===== src/rtl/pc_stack_sequencer_pkg.sv =====
// Shared types and constants for the PC/stack push-and-vector sequencer.
package pc_stack_sequencer_pkg;

    typedef enum logic [2:0] {
        ST_IDLE     = 3'd0,
        ST_PUSH_PCH = 3'd1,
        ST_PUSH_PCL = 3'd2,
        ST_PUSH_P   = 3'd3,
        ST_VEC_LO   = 3'd4,
        ST_VEC_HI   = 3'd5,
        ST_JLOAD    = 3'd6
    } state_e;

    typedef enum logic [1:0] {
        KIND_JSR = 2'd0,
        KIND_IRQ = 2'd1,
        KIND_NMI = 2'd2,
        KIND_BRK = 2'd3
    } kind_e;

    localparam logic [7:0] STACK_PAGE = 8'h01;

    // Status-byte bit positions touched when P is pushed.
    localparam int P_BIT_B = 4;
    localparam int P_BIT_5 = 5;

    // Status byte as it lands on the stack: bit5 always set, B set only for BRK.
    function automatic logic [7:0] push_p_byte(input logic [7:0] p, input logic is_brk);
        logic [7:0] r;
        r          = p;
        r[P_BIT_5] = 1'b1;
        r[P_BIT_B] = is_brk;
        return r;
    endfunction

endpackage


===== src/rtl/pc_stack_sequencer_stack_addr_gen.sv =====
// Stack address former: page-1 address from sp and the post-push sp (mod 256).
module stack_addr_gen
    import pc_stack_sequencer_pkg::*;
(
    input  logic [7:0]  sp_i,
    output logic [15:0] addr_o,
    output logic [7:0]  sp_dec_o
);

    assign addr_o   = {STACK_PAGE, sp_i};
    assign sp_dec_o = sp_i - 8'd1;

endmodule


===== src/rtl/pc_stack_sequencer.sv =====
// PC/stack sequencer: pushes return PC (and P for interrupts), then loads the
// new PC from a vector or the JSR target.
// Optional feature macro: PC_STACK_NMI_HIJACK_EN -- an NMI arriving during the
// push phase of an IRQ/BRK redirects that sequence to the NMI vector.
module pc_stack_sequencer
    import pc_stack_sequencer_pkg::*;
#(
    parameter logic [15:0] IRQ_VEC = 16'hFFFE,
    parameter logic [15:0] NMI_VEC = 16'hFFFA
) (
    input  logic        clk,
    input  logic        rst_n,
    input  logic        ce,
    input  logic        req_valid,
    input  logic [1:0]  req_kind,
    input  logic [15:0] pc_in,
    input  logic [7:0]  p_in,
    input  logic [7:0]  sp_in,
    input  logic [15:0] jsr_target,
    input  logic        nmi_pending,
    input  logic [7:0]  din,
    output logic [15:0] addr,
    output logic [7:0]  dout,
    output logic        we,
    output logic        busy,
    output logic [15:0] pc_out,
    output logic        pc_load,
    output logic [7:0]  sp_out,
    output logic        i_set
);

    state_e      state_q, state_d;
    kind_e       kind_q;
    logic [15:0] pc_q;
    logic [7:0]  p_q;
    logic [7:0]  sp_q;
    logic [15:0] jsr_q;
    logic [7:0]  vec_lo_q;

    logic [15:0] stack_addr;
    logic [7:0]  sp_dec;
    logic        in_push;
    logic        use_nmi_vec;
    logic [15:0] vec_addr;

    stack_addr_gen u_stack_addr_gen (
        .sp_i     (sp_q),
        .addr_o   (stack_addr),
        .sp_dec_o (sp_dec)
    );

    assign in_push = (state_q == ST_PUSH_PCH) || (state_q == ST_PUSH_PCL) ||
                     (state_q == ST_PUSH_P);

`ifdef PC_STACK_NMI_HIJACK_EN
    logic hijack_q, hijack_d;

    // Hijack flag register: remembers an NMI seen while pushing for IRQ/BRK.
    always_ff @(posedge clk or negedge rst_n) begin
        if (!rst_n) hijack_q <= 1'b0;
        else        hijack_q <= hijack_d;
    end

    // Hijack next-state: cleared while idle, set by NMI during an IRQ/BRK push.
    always_comb begin
        hijack_d = hijack_q;
        if (ce) begin
            if (state_q == ST_IDLE) begin
                hijack_d = 1'b0;
            end else if (in_push && nmi_pending &&
                         ((kind_q == KIND_IRQ) || (kind_q == KIND_BRK))) begin
                hijack_d = 1'b1;
            end
        end
    end

    assign use_nmi_vec = (kind_q == KIND_NMI) || hijack_q;
`else
    logic unused_nmi_pending;
    assign unused_nmi_pending = nmi_pending;
    assign use_nmi_vec        = (kind_q == KIND_NMI);
`endif

    assign vec_addr = use_nmi_vec ? NMI_VEC : IRQ_VEC;

    // State register; reset aborts any sequence in progress.
    always_ff @(posedge clk or negedge rst_n) begin
        if (!rst_n) state_q <= ST_IDLE;
        else        state_q <= state_d;
    end

    // Next-state logic; nothing moves unless ce is high.
    always_comb begin
        state_d = state_q;
        if (ce) begin
            unique case (state_q)
                ST_IDLE:     if (req_valid) state_d = ST_PUSH_PCH;
                ST_PUSH_PCH: state_d = ST_PUSH_PCL;
                ST_PUSH_PCL: state_d = (kind_q == KIND_JSR) ? ST_JLOAD : ST_PUSH_P;
                ST_PUSH_P:   state_d = ST_VEC_LO;
                ST_VEC_LO:   state_d = ST_VEC_HI;
                ST_VEC_HI:   state_d = ST_IDLE;
                ST_JLOAD:    state_d = ST_IDLE;
                default:     state_d = ST_IDLE;
            endcase
        end
    end

    // Request context, stack pointer and vector low byte; outputs gate these by state.
    always_ff @(posedge clk) begin
        if (ce) begin
            if ((state_q == ST_IDLE) && req_valid) begin
                pc_q   <= pc_in;
                p_q    <= p_in;
                sp_q   <= sp_in;
                kind_q <= kind_e'(req_kind);
                jsr_q  <= jsr_target;
            end else if (in_push) begin
                sp_q <= sp_dec;
            end
            if (state_q == ST_VEC_LO) vec_lo_q <= din;
        end
    end

    // Output decode: everything is zero in IDLE, strobes qualified by ce.
    always_comb begin
        addr    = 16'h0000;
        dout    = 8'h00;
        we      = 1'b0;
        pc_out  = 16'h0000;
        pc_load = 1'b0;
        sp_out  = 8'h00;
        i_set   = 1'b0;
        busy    = (state_q != ST_IDLE);
        unique case (state_q)
            ST_PUSH_PCH: begin
                addr = stack_addr;
                dout = pc_q[15:8];
                we   = ce;
            end
            ST_PUSH_PCL: begin
                addr = stack_addr;
                dout = pc_q[7:0];
                we   = ce;
            end
            ST_PUSH_P: begin
                addr = stack_addr;
                dout = push_p_byte(p_q, kind_q == KIND_BRK);
                we   = ce;
            end
            ST_VEC_LO: begin
                addr = vec_addr;
            end
            ST_VEC_HI: begin
                addr    = vec_addr + 16'd1;
                pc_out  = {din, vec_lo_q};
                pc_load = ce;
                i_set   = ce;
                sp_out  = sp_q;
            end
            ST_JLOAD: begin
                pc_out  = jsr_q;
                pc_load = ce;
                sp_out  = sp_q;
            end
            default: begin
            end
        endcase
    end

endmodule


===== config.mk =====
export PLATFORM = sky130hd
export DESIGN_NAME = pc_stack_sequencer
export DESIGN_NICKNAME = d
export VERILOG_FILES = /design/src/rtl/pc_stack_sequencer_pkg.sv /design/src/rtl/pc_stack_sequencer_stack_addr_gen.sv /design/src/rtl/pc_stack_sequencer.sv
export SDC_FILE = /design/constraint.sdc
export NUM_CORES = 1
export LEC_CHECK = 0
export CORE_MARGIN = 8
export CORE_UTILIZATION = 33
export CTS_CLUSTER_DIAMETER = 60
export CTS_CLUSTER_SIZE = 14
export DETAILED_ROUTE_END_ITERATION = 8
export PLACE_DENSITY = 0.72
export SETUP_SLACK_MARGIN = 0.15
export SLEW_MARGIN = 5
export SYNTH_ARGS = -nofsm -noshare
export SYNTH_HDL_FRONTEND = slang
export SYNTH_SLANG_ARGS = --single-unit
export TNS_END_PERCENT = 1

===== constraint.sdc =====
create_clock -name clk -period 2.5 [get_ports clk]
set_clock_uncertainty 0.05 [all_clocks]
set_input_delay 0.375 -clock clk [delete_from_list [all_inputs] [get_ports clk]]
set_output_delay 0.375 -clock clk [all_outputs]
set_load 0.02 [all_outputs]

==> reports/metrics.cfg, run 1 <==
[global_routing]
grt_pass1_vias = 2222
grt_use_total = 0.130
use_met2 = 0.219
grt_max_degree = 41
grt_overflow = 0
met1_usage = 0.143
grt_use_met3 = 0.0502
grt_pass1_wl_mm = 11.5
gr-max-usage-layer = met2
antenna_found_initial = 0

[yosys]
yosys.cell_count.top_type = edfxtp_1
synth-edff-count = 56
synth-seq-cells = 59
synth_ff_type = edfxtp_1
synth.mux.area_fraction = 0.0289
ys_top_cells_by_area = edfxtp_1 63%, a22o_1 5.5%, nor2_1 4.9%
synth_top_cell_area_share = 0.626
synth_top_area_cell = edfxtp_1
yosysSeqAreaShare = 0.654
synth-compound-area-share = 0.117
yosys.area_share.simple = 0.122
synth_top_family_by_area = simple AND/OR/NAND/NOR gates
synth_nets = 273
async_flop_share = 0.0508
avgSynthCellArea_sq_um = 12.9
synth_common_cells = 56 x edfxtp_1, 35 x nor2_1, 17 x a22o_1, 9 x and2_1
yosysUniqueCellTypes = 35
netlist_area_sq_um = 2690
synth-xor-area-share = 0.0163
synth_fa_ha_area_frac = 0.00466
syn_inst = 209
ys_warn_count = 0

[sta]
slew_headroom = 0.526
max_freq_ghz = 0.442
finalHoldViolCount = 0
setup_viol = 0
rsz0062_at_grt = false
timing.final.crit_share = 0.905
tns_ps = 0
worstMarginPinSlew_ps = 708
post-route-min-period_ps = 2260
final_max_slew_viol_count = 0

[drt]
totalWireLength_mm = 7.19
drtIter0Drc = 52
drc = 0
drt-pass1-iter-count = 4
vias = 2020
drt-vias-per-instance = 4.67
ant_nets = 0
wl_per_cell_microns = 16.6

[placement]
gp_congestion = 0.790
port_buffers = 111
dpl.hpwl_mm = 5.16

[worst_setup_path]
rrSetupSlack_ps = 660
path_cells = nor2b_1 > o21a_2 > and2_1 > dlygate4sd2_1
r2r-start = state_q[2]
reg2reg_depth = 3
path_class = flip-flop to primary output
crit_start = state_q[0]
cp_slowest_cell = dfrtp_2
arrival_ps = 1840
crit_path_max_fanout = 12
max_stage_delay_ps = 540
timing.rr.end = sp_q[0]
cp-start-kind = flip-flop
worstPathRequired_ps = 2080
end_kind = primary output

[cts]
postCtsHoldBufs = 0
clockBufferDepth = 2
cts_tree = yes
root_buffer = clkbuf_8
insertion_delay_ps = 330
htree_levels = 3
cts-buffers-inserted = 9
clkTransAtPathRegs_ps = 60
cts_setup_buffers = 0
cts.sinks = 59

[layout]
n_fill_cell = 757
fin_nets = 387
drive_gt1_frac = 0.159
utilization = 0.504
area_growth_pct = 51.0
n_antenna_cell = 0

[power]
p_int_uw = 2460
power_switching_uw = 1590
comb_power_share = 0.465
finalPower_uw = 4050
seq_power_share = 0.355
p_leak_uw = 0.00174
swShare = 0.392
p_per_area_nw_per_um2 = 998
clkPwrFrac = 0.180
peakVddDrop_uv = 404

[floorplanning]
start_util = 0.334
io_pins = 115
core_sq_um = 8050
fp.dieH_microns = 106
die_area_sq_um = 11300
die_w_microns = 106
rows = 33

[worst_hold_path]
hp-class = input pin to async pin

[status]
status = completed

[job]
maxCapViolCount = 0

[cells by family after synthesis]
family,count (synthesis)
AND/OR/NAND/NOR,68
buffers and inverters,25
XOR/XNOR,5
adder cells (fa/ha/maj),1
multiplexers,7
AO/OA/AOI/OAI,44
flip-flops,59
[registers in the layout (all words and copies together), names as in the netlist]
name	cells
pc_q	16
jsr_q	16
state_q	3
vec_lo_q	8
sp_q	8
kind_q	2
p_q	6
[placed cells by master, fill, tap and decap left out, drive strengths merged, types with 4 or more instances in the layout]
cell type       n
nor2           36
a22o           17
nand2           5
and2           11
mux2            6
a22oi           7
clkbuf         19
o21ai           8
nand2b          4
dlymetal6s2s   12
buf             9
dlygate4sd2    27
inv             7
edfxtp         56
a21oi           8
clkdlybuf4s50  61
[worst max path at each step]
stage | endpoint | slack [ps] | cells past startpoint
detailed placement | dout[6] | 180 | 5
global placement | dout[6] | 200 | 5
floorplan | jsr_q[0] | 240 | 3
finish | pc_load | 240 | 4
global route | sp_out[4] | 140 | 4
CTS | addr[6] | 9 | 5
[cell type report]
cell class	count	area, sq um	share of cell area
multi-input combinational	126	815	0.201
timing repair buffer	120	1160	0.287
tap	105	131	0.0324
inverter	7	26.3	0.00648
clock inverter	5	30.0	0.00740
clock buffer	11	131	0.0324
sequential	59	1760	0.434
[critical path: cells and delay by family, from the launching register on]
kind,cells,cell delay [ps]
flops,1,540
buf+inv,1,330
compound gates,1,240
simple gates,2,390
[power by group through the flow]
stage	registers [uW]	logic [uW]	clock network (uW)
final	1440	1880	727
after detailed placement	1430	2020	0
after global placement	1420	1990	0
after CTS	1420	1910	749
after global routing	1460	2050	792
after floorplan	1370	1200	0
[metal layers]
layer | vias to the layer above | routed length, microns
li1 | 985 | -
met1 | 938 | 2980
met2 | 83 | 3530
met3 | 14 | 519
met4 | 0 | 159
met5 | - | 0
[repair_timing]
item,4_1_cts,5_1_grt
gates resized for setup,44,41
setup endpoints to repair,50,20
gates cloned,1,0
endpoints found under the hold margin,0,0
[per-stage QoR]
| stage | hold WS [ps] | area (sq um) | std cells | setup WS (ps) |
|---|---|---|---|---|
| after CTS | 164 | 4020 | 433 | 9.40 |
| after floorplan | 29.4 | 2690 | 209 | 242 |
| after global placement | 523 | 3880 | 416 | 201 |
| final | 177 | 4060 | 433 | 239 |
| after detailed placement | 528 | 3880 | 416 | 178 |
| after global routing | 168 | 4060 | 433 | 142 |
Power figures use the tool's default switching activity.
==> run 2, diff against run 1 <==
--- a/config.mk
+++ b/config.mk
@@ -5,7 +5,8 @@
 export SDC_FILE = /design/constraint.sdc
 export NUM_CORES = 1
 export LEC_CHECK = 0
-export CORE_MARGIN = 8
+export CORE_ASPECT_RATIO = 0.7
+export CORE_MARGIN = 2
 export CORE_UTILIZATION = 33
 export CTS_CLUSTER_DIAMETER = 60
 export CTS_CLUSTER_SIZE = 14
==> constraint.sdc (replaced) <==
create_clock -name clk -period 2.8 [get_ports clk]
set_clock_uncertainty 0.05 [all_clocks]
set_input_delay 0.42 -clock clk [delete_from_list [all_inputs] [get_ports clk]]
set_output_delay 0.42 -clock clk [all_outputs]
set_load 0.02 [all_outputs]
==> reports/metrics.cfg, run 2 (synthesized netlist as in run 1, its figures left out) <==
[power]
peakVddDrop_uv = 579  ; +43%
p_leak_uw = 0.00152  ; -12%
finalPower_uw = 4170  ; +3.1%
p_per_area_nw_per_um2 = 994  ; -0.40%

[cts]
cts_tree = yes
clockBufferDepth = 2  ; unchanged
root_buffer = clkbuf_16
htree_levels = 3  ; unchanged
cts.sinks = 59  ; unchanged
postCtsHoldBufs = 0  ; unchanged
cts-buffers-inserted = 9  ; unchanged
cts_setup_buffers = 0  ; unchanged
clkTransAtPathRegs_ps = 50  ; about the same
insertion_delay_ps = 310  ; -20 ps

[worst_setup_path]
critPathTopFamily = buffers and inverters
r2r-start = state_q[0]
crit_path_max_fanout = 13  ; +1
path_depth = 5  ; +1
path_class = flip-flop to primary output
arrival_ps = 2170  ; +330 ps
path_cells = buf_4 > nor2b_2 > o21a_2 > and2_1 > clkdlybuf4s50_1
end_kind = primary output
worst-path-buf-inv = 2  ; +1
rrSetupSlack_ps = 890  ; +230 ps
reg2reg_depth = 3  ; unchanged
cp_slowest_cell = clkdlybuf4s50_1
max_stage_delay_ps = 600  ; +60 ps
endpoint = sp_out[3]
cp-start-kind = flip-flop
crit_start = state_q[1]
worstPathRequired_ps = 2330  ; +250 ps
timing.rr.end = vec_lo_q[7]

[job]
maxCapViolCount = 0  ; unchanged

[layout]
layout_commonest_cell = clkdlybuf4s50_1
n_antenna_cell = 0  ; unchanged
instances_no_fill = 428  ; -1.2%
area_growth_pct = 56.3
fin_nets = 386  ; -0.26%
drive_gt1_frac = 0.116  ; -0.0423
reg_top3 = jsr_q: 16 flops, pc_q: 16 flops
final_cell_mix = 110 x clkdlybuf4s50_1, 56 x edfxtp_1, 35 x nor2_1
n_fill_cell = 688  ; -9.1%

[drt]
vias = 2021  ; +0.050%
drt-pass1-iter-count = 4  ; unchanged
drc = 0  ; unchanged
wl_per_cell_microns = 15.4  ; -7.4%
totalWireLength_mm = 6.58  ; -8.4%
drtIter0Drc = 119  ; +130%
ant_nets = 0  ; unchanged
drt-vias-per-instance = 4.72  ; +1.2%

[floorplanning]
io_pins = 115  ; unchanged
start_util = 0.341  ; +0.00764
rows = 27  ; -18%
die_w_microns = 112  ; +5.3%
die_area_sq_um = 8890  ; -21%
fp.dieH_microns = 79.5  ; -25%
core_sq_um = 7870  ; -2.2%

[sta]
timing.final.crit_share = 0.942
rsz0062_at_grt = true
hold_slack_ps = 238  ; +60.4 ps
post-route-min-period_ps = 2640
max_freq_ghz = 0.379
worstMarginPinSlew_ps = 449  ; -259 ps
final_max_slew_viol_count = 0  ; unchanged
setup_ws_ps = 163  ; -75.9 ps
setup_viol = 0  ; unchanged
slew_headroom = 0.698  ; +0.172
tns_ps = 0  ; unchanged
finalHoldViolCount = 0  ; unchanged

[global_routing]
grt_overflow = 0  ; unchanged
grt_use_total = 0.151  ; +0.0208
grt_max_degree = 41  ; unchanged
antenna_found_initial = 0  ; unchanged
grt_pass1_vias = 2035  ; -8.4%
grt_pass1_wl_mm = 10.3  ; -10%

[worst_hold_path]
hp-class = input pin to async pin

[placement]
dpl.cell_count = 411  ; -1.2%
pre_cts_slack_ps = 328  ; +149 ps
gp_congestion = 0.771  ; -2.4%
port_buffers = 111  ; unchanged
dpl.hpwl_mm = 4.62  ; -10%

[status]
status = completed

## run 2: routing by layer
layer / routed length (microns) / global-route usage
met1: 3150 / 0.196
met2: 2910 / 0.239
met3: 441 / 0.0509
met4: 78 / 0.0543
met5: 0 / 0
## run 2: worst min path at each step
stage                      end  startpoint  slack, ps
finish              state_q[0]       rst_n        240
floorplan           state_q[0]       rst_n         70
CTS                 state_q[0]       rst_n        230
global route        state_q[0]       rst_n        230
detailed placement  state_q[0]       rst_n        560
global placement    state_q[0]       rst_n        570
## run 2: worst register-to-register path, cell delays in order (launching register included)
cell and delay [ps]:
dfrtp_1 490, buf_4 230, nor2_1 280, and3_1 500
## run 2: where the power goes
group	total, uW	switching, uW	internal [uW]
Clock	1130	358	770
Combinational	1790	945	843
Sequential	1260	109	1150
Total	4170	1410	2760
## run 2: stage by stage
step           area (sq um)   util
4_1_cts                4180  0.531
5_1_grt                4200  0.533
6_report               4200  0.533
3_5_place_dp           3870  0.492
2_1_floorplan          2690      -
3_3_place_gp           3870  0.492
## run 2: final cells by class
class	count	area [sq um]	area share
flip-flops and latches	59	1760	0.419
repair buffers	119	1190	0.282
multi-input cells	126	793	0.189
clock buffers	10	229	0.0545
well taps	101	126	0.0301
clock inverters	6	80.1	0.0191
inverters	7	26.3	0.00626
## run 2: repair_timing
action	CTS	global route
gates cloned	0	1
gates resized for setup	2	4
endpoints found under the setup margin	27	37
